==> config.mk <==
export PLATFORM = sky130hd
export DESIGN_NAME = reuse_fifo_buf
export DESIGN_NICKNAME = d
export VERILOG_FILES = /design/src/rtl/buf_pkg.sv /design/src/rtl/buf_regfile_2p.sv /design/src/rtl/reuse_fifo_buf.sv
export SDC_FILE = /design/constraint.sdc
export NUM_CORES = 1
export LEC_CHECK = 0
export ABC_AREA = 1
export CAP_MARGIN = 20
export CORE_MARGIN = 2
export CORE_UTILIZATION = 59
export DETAILED_ROUTE_END_ITERATION = 7
export GPL_TIMING_DRIVEN = 0
export PLACE_DENSITY = 0.75
export SLEW_MARGIN = 20
export SYNTH_ARGS = -nofsm -noshare
export SYNTH_HDL_FRONTEND = slang
export SYNTH_SLANG_ARGS = --single-unit
==> constraint.sdc <==
create_clock -name clk -period 2.5 [get_ports clk]
set_input_delay 0.625 -clock clk [delete_from_list [all_inputs] [get_ports clk]]
set_output_delay 0.625 -clock clk [all_outputs]
set_load 0.005 [all_outputs]
==> src/rtl/buf_pkg.sv <==
// Shared types for the reuse FIFO operand buffer.
// Default geometry types plus the read-port select encoding.
package buf_pkg;

    localparam int BUF_DEPTH = 8;
    localparam int BUF_PTR_W = $clog2(BUF_DEPTH);

    typedef logic [BUF_PTR_W:0] buf_ptr_t;
    typedef logic [BUF_PTR_W:0] buf_cnt_t;

    typedef enum logic [1:0] {
        RD_NONE  = 2'd0,
        RD_POP   = 2'd1,
        RD_REUSE = 2'd2
    } buf_rd_sel_e;

endpackage

==> src/rtl/buf_regfile_2p.sv <==
// 1W1R register file with registered read data.
// The array itself is never reset; only the read register is.
module buf_regfile_2p #(
    parameter int DATA_WIDTH = 16,
    parameter int DEPTH      = 8,
    parameter int ADDR_W     = $clog2(DEPTH)
) (
    input  logic                  clk,
    input  logic                  rst,
    input  logic                  we,
    input  logic [ADDR_W-1:0]     waddr,
    input  logic [DATA_WIDTH-1:0] wdata,
    input  logic                  re,
    input  logic [ADDR_W-1:0]     raddr,
    output logic [DATA_WIDTH-1:0] rdata
);

    logic [DATA_WIDTH-1:0] mem [DEPTH];

    // Write port: storage array, no reset.
    always_ff @(posedge clk) begin
        if (we) begin
            mem[waddr] <= wdata;
        end
    end

    // Read port: capture on accepted read, hold otherwise.
    always_ff @(posedge clk or posedge rst) begin
        if (rst) begin
            rdata <= '0;
        end else if (re) begin
            rdata <= mem[raddr];
        end
    end

endmodule

==> src/rtl/reuse_fifo_buf.sv <==
// Local operand FIFO with a replay (reuse) pointer for K-loop reuse.
// Optional REUSE_FIFO_ERR_EN adds sticky err_ovf/err_udf outputs.
module reuse_fifo_buf
    import buf_pkg::*;
#(
    parameter int DATA_WIDTH = 16,
    parameter int DEPTH      = 8,
    parameter int PTR_W      = $clog2(DEPTH)
) (
    input  logic                  clk,
    input  logic                  rst,
    input  logic                  wen,
    input  logic [DATA_WIDTH-1:0] wdata,
    input  logic                  ren,
    input  logic                  reuse_ren,
    input  logic                  reuse_rst,
    output logic [DATA_WIDTH-1:0] rdata,
    output logic                  rvalid,
    output logic                  empty,
    output logic                  full,
`ifdef REUSE_FIFO_ERR_EN
    output logic                  err_ovf,
    output logic                  err_udf,
`endif
    output logic [PTR_W:0]        count
);

    localparam logic [PTR_W:0] CNT_FULL = (PTR_W + 1)'(DEPTH);
    localparam logic [PTR_W:0] PTR_ONE  = (PTR_W + 1)'(1);

    logic [PTR_W:0] rd_ptr;
    logic [PTR_W:0] wr_ptr;
    logic [PTR_W:0] reuse_ptr;

    logic [PTR_W:0] rd_ptr_nxt;
    logic [PTR_W:0] wr_ptr_nxt;
    logic [PTR_W:0] reuse_ptr_nxt;
    logic [PTR_W:0] count_nxt;

    logic           wr_acc;
    logic           rd_acc;
    logic [PTR_W-1:0] rd_addr;
    buf_rd_sel_e    rd_sel;

    assign wr_acc = wen && !full;

    // Read-port arbitration: pop wins over replay.
    always_comb begin
        rd_sel  = RD_NONE;
        rd_addr = rd_ptr[PTR_W-1:0];
        if (ren && !empty) begin
            rd_sel  = RD_POP;
            rd_addr = rd_ptr[PTR_W-1:0];
        end else if (reuse_ren && (reuse_ptr != wr_ptr)) begin
            rd_sel  = RD_REUSE;
            rd_addr = reuse_ptr[PTR_W-1:0];
        end
    end

    assign rd_acc = (rd_sel != RD_NONE);

    // Next-state for pointers and occupancy.
    always_comb begin
        wr_ptr_nxt    = wr_ptr;
        rd_ptr_nxt    = rd_ptr;
        reuse_ptr_nxt = reuse_ptr;
        count_nxt     = count;
        if (wr_acc) begin
            wr_ptr_nxt = wr_ptr + PTR_ONE;
        end
        unique case (rd_sel)
            RD_POP: begin
                rd_ptr_nxt = rd_ptr + PTR_ONE;
                if (reuse_ptr == rd_ptr) begin
                    reuse_ptr_nxt = reuse_ptr + PTR_ONE;
                end
            end
            RD_REUSE: reuse_ptr_nxt = reuse_ptr + PTR_ONE;
            default: ;
        endcase
        if (reuse_rst) begin
            reuse_ptr_nxt = rd_ptr_nxt;
        end
        if (wr_acc && (rd_sel != RD_POP)) begin
            count_nxt = count + PTR_ONE;
        end else if (!wr_acc && (rd_sel == RD_POP)) begin
            count_nxt = count - PTR_ONE;
        end
    end

    // Pointer, count, flag and read-strobe registers.
    always_ff @(posedge clk or posedge rst) begin
        if (rst) begin
            rd_ptr    <= '0;
            wr_ptr    <= '0;
            reuse_ptr <= '0;
            count     <= '0;
            empty     <= 1'b1;
            full      <= 1'b0;
            rvalid    <= 1'b0;
        end else begin
            rd_ptr    <= rd_ptr_nxt;
            wr_ptr    <= wr_ptr_nxt;
            reuse_ptr <= reuse_ptr_nxt;
            count     <= count_nxt;
            empty     <= (count_nxt == '0);
            full      <= (count_nxt == CNT_FULL);
            rvalid    <= rd_acc;
        end
    end

`ifdef REUSE_FIFO_ERR_EN
    // Sticky error flags for dropped or illegal requests.
    always_ff @(posedge clk or posedge rst) begin
        if (rst) begin
            err_ovf <= 1'b0;
            err_udf <= 1'b0;
        end else begin
            if (wen && full) begin
                err_ovf <= 1'b1;
            end
            if ((ren && empty) ||
                (reuse_ren && (reuse_ptr == wr_ptr))) begin
                err_udf <= 1'b1;
            end
        end
    end
`endif

    buf_regfile_2p #(
        .DATA_WIDTH (DATA_WIDTH),
        .DEPTH      (DEPTH),
        .ADDR_W     (PTR_W)
    ) u_rf (
        .clk   (clk),
        .rst   (rst),
        .we    (wr_acc),
        .waddr (wr_ptr[PTR_W-1:0]),
        .wdata (wdata),
        .re    (rd_acc),
        .raddr (rd_addr),
        .rdata (rdata)
    );

endmodule
==> impl_metrics.py <==
metrics = {
    "timing": {
        "rsz0062_at_grt": "false",
        "min_period_ns": 2.29,
        "finalSetupViolCount": 0,
        "hold_viol": 0,
        "period_share": 0.917,
        "setup_tns_ns": 0,
        "slew-limit-headroom": 0.484,
        "holdWs_ns": 0.480,
        "clock_skew_ns": 0.0102,
        "worstMarginPinSlew_ns": 0.772,
        "slew_viol_final": 0,
        "fmax_mhz": 436,
    },
    "synthesis": {
        "muxShareOfSynthArea": 0.00138,
        "synth_compound_area_frac": 0.0205,
        "ys_async_sr_fraction": 0.215,
        "ys_types": 33,
        "synth_fa_ha_area_frac": 0.00862,
        "synthCells": 678,
        "yosysSeqAreaShare": 0.651,
        "ys_ff_latch": 163,
        "yosys.area.top_type": "edfxtp_1",
        "yosys.area_share.simple": 0.233,
        "synth_edf_count": 128,
        "synth_area_sq_um": 7260,
        "synth-xor-area-share": 0.0109,
        "synth_area_leaders": "edfxtp_1 (53%), dfrtp_1 (12%), nand3_1 (9.2%)",
        "syn-num-nets": 705,
        "synth_top_family_by_area": "simple AND/OR/NAND/NOR gates",
        "synth.avg_cell_area_sq_um": 10.7,
        "synth_warnings": 0,
        "synth_top_area_frac": 0.530,
        "synthFlopType": "edfxtp_1",
    },
    "die": {
        "ios": 45,
        "core_area_sq_um": 12000,
        "die_h_um": 115,
        "start_util": 0.604,
        "die_area_sq_um": 13200,
        "rows": 40,
        "die_x_um": 115,
    },
    "global_route": {
        "grt_pass1_wl_um": 28800,
        "grt_pass1_vias": 5308,
        "grt_max_degree": 27,
        "grt_overflow": 0,
        "grt_antenna_before_repair": 0,
        "grt.total_usage": 0.301,
    },
    "final_layout": {
        "multi_input_area_sq_um": 2020,
        "num-fill-cells": 866,
        "syn_to_final_growth_pct": 18.2,
        "seq_area_sq_um": 4720,
        "drive_above_1_share": 0.123,
        "fin_nets": 778,
        "n_antenna_cell": 0,
        "final_util": 0.714,
    },
    "pwr": {
        "finalPower_mw": 10.7,
        "vdd_drop_max_uv": 623,
        "p_leak_nw": 3.60,
        "power_density_nw_per_um2": 1250,
    },
    "critical_path": {
        "critPathCaptureType": "register",
        "crit_fanout": 10,
        "endpoint": "u_rf.rdata[7]",
        "crit_path_start": "reuse_ptr[1]",
        "reg2reg_to": "u_rf.rdata[7]",
        "r2r-start": "reuse_ptr[1]",
        "r2r_cells": 12,
        "critPathKind": "reg -> reg",
        "r2r_setup_slack_ns": 0.21,
        "critPathRequiredTime_ns": 2.81,
        "start_kind": "register",
        "arrival_ns": 2.60,
    },
    "detailed_routing": {
        "drt_iter0_markers": 677,
        "drc_errors": 0,
        "ant_nets": 0,
        "viasPerCell": 5.93,
        "vias": 5398,
        "wl_um": 18700,
        "detail_route.wl_per_cell_um": 20.6,
        "firstDrtPassIters": 6,
    },
    "clocking": {
        "clk_pin_slew_ns": 0.06,
        "ctsHoldBuffers": 0,
        "cts-root-buf": "clkbuf_16",
        "cts_tree": "yes",
        "cts_buffers": 17,
        "cts_htree_levels": 4,
        "insertion_delay_ns": 0.43,
        "numClockSinks": 163,
        "clk_path_buf_depth": 2,
    },
    "outcome": {
        "status": "complete, no violations",
    },
    "placement": {
        "place.detailed.hpwl_um": 12100,
        "place_congestion": 0.871,
        "port_buffers": 44,
    },
    "run": {
        "max_cap_viol_count": 0,
    },
    "worst_hold_path": {
        "min_path_type": "in -> async",
    },
}
==> worst min-delay path by stage <==
stage | end | start
final | u_rf.rdata[5] | rst
after global routing | u_rf.rdata[5] | rst
after CTS | u_rf.rdata[5] | rst
after detailed placement | u_rf.rdata[6] | u_rf.rdata[6]
after global placement | u_rf.rdata[5] | u_rf.rdata[5]
after floorplan | wr_ptr[3] | wr_ptr[3]
==> placed cells by master (no fill, tap or decap), types with 2 or more instances in the layout <==
cell,instances
nor2_4,2
inv_1,96
buf_8,4
inv_2,7
xnor2_1,3
buf_6,3
nand3_1,133
nor2_2,7
buf_4,7
clkdlybuf4s50_1,44
o21ai_2,2
clkbuf_16,17
clkinv_1,2
nor2_1,6
nand4_1,2
clkinv_2,4
xor2_1,6
nand2_2,6
nand3b_1,47
buf_2,21
dfrtp_1,34
a21oi_1,2
ha_1,5
edfxtp_1,128
clkinv_4,3
o21ai_0,12
o211ai_1,3
nand2_1,138
==> worst max-delay path: stages (launching register included) <==
cell	delay, ns
dfrtp_1	0.49
inv_2	0.10
nand2_1	0.07
nand2_1	0.05
nor2_1	0.12
nand2_2	0.11
nand3_4	0.13
inv_2	0.07
o21ai_4	0.31
buf_2	0.35
nand3_1	0.13
nand3_1	0.17
nand2_1	0.07
==> synthesized netlist by cell type (2+ instances only) <==
cell type  count
a21oi_1        2
buf_2         22
buf_4          4
dfrtp_1       34
edfxtp_1     128
ha_1           5
inv_1         98
inv_2          5
nand2_1      138
nand2_2        6
nand3_1      133
nand3b_1      47
nand4_1        2
nor2_1        14
o211ai_1       3
o21ai_0       12
o21ai_2        2
xnor2_1        3
xor2_1         6
==> layer usage <==
layer / vias to the layer above / wire length [um] / global-route usage / part of all wire
met2: 311 / 8760 / 0.467 / 0.47
met1: 2597 / 7510 / 0.407 / 0.40
met5: - / 0 / 0 / 0
li1: 2430 / - / - / -
met4: 0 / 599 / 0.129 / 0.032
met3: 60 / 1870 / 0.0785 / 0.10
==> area by class of cell <==
type,count,share of cell area
Tap cell,147,0.0214
Sequential cell,163,0.550
Inverter,103,0.0451
Multi-Input combinational cell,384,0.236
Clock buffer,18,0.0500
Buffer,28,0.0185
Clock inverter,13,0.0130
Timing Repair Buffer,54,0.0659
==> report_power, final <==
group / internal (mW) / leakage (nW) / switching (mW)
Sequential: 3.56 / 1.58 / 0.346
Combinational: 1.55 / 1.76 / 2.80
Clock: 1.36 / 0.267 / 1.06
==> stage by stage <==
step	cell area, sq um	cells	worst slack, ns
finish	8580	910	0.207
global route	8580	910	0.00331
CTS	8550	907	0.129
detailed placement	8010	876	-0.214
global placement	7880	869	-0.941
floorplan	7260	678	0.383
==> logic make-up (layout without fill, tap and decap cells) <==
logic type / count (synthesis) / count (layout)
XOR/XNOR: 9 / 9
AND/OR/NAND/NOR: 346 / 346
flip-flops: 163 / 163
AO/OA/AOI/OAI: 23 / 23
multiplexers: 1 / 1
buffers and inverters: 131 / 216
adder cells (fa/ha/maj): 5 / 5
==> sequential cells by signal (all words and copies together), names as in the netlist, 4 cells and up <==
name        count
u_rf.mem      128
reuse_ptr       4
wr_ptr          4
u_rf.rdata     16
count           4
rd_ptr          4
==> what timing repair did <==
| action | in CTS | in global routing |
|---|---|---|
| gates resized for setup | 0 | 3 |
| setup endpoints to repair | 0 | 13 |
| setup buffers | 0 | 3 |
| endpoints found under the hold margin | 0 | 0 |
No activity file was read; power rests on OpenSTA's default activity.
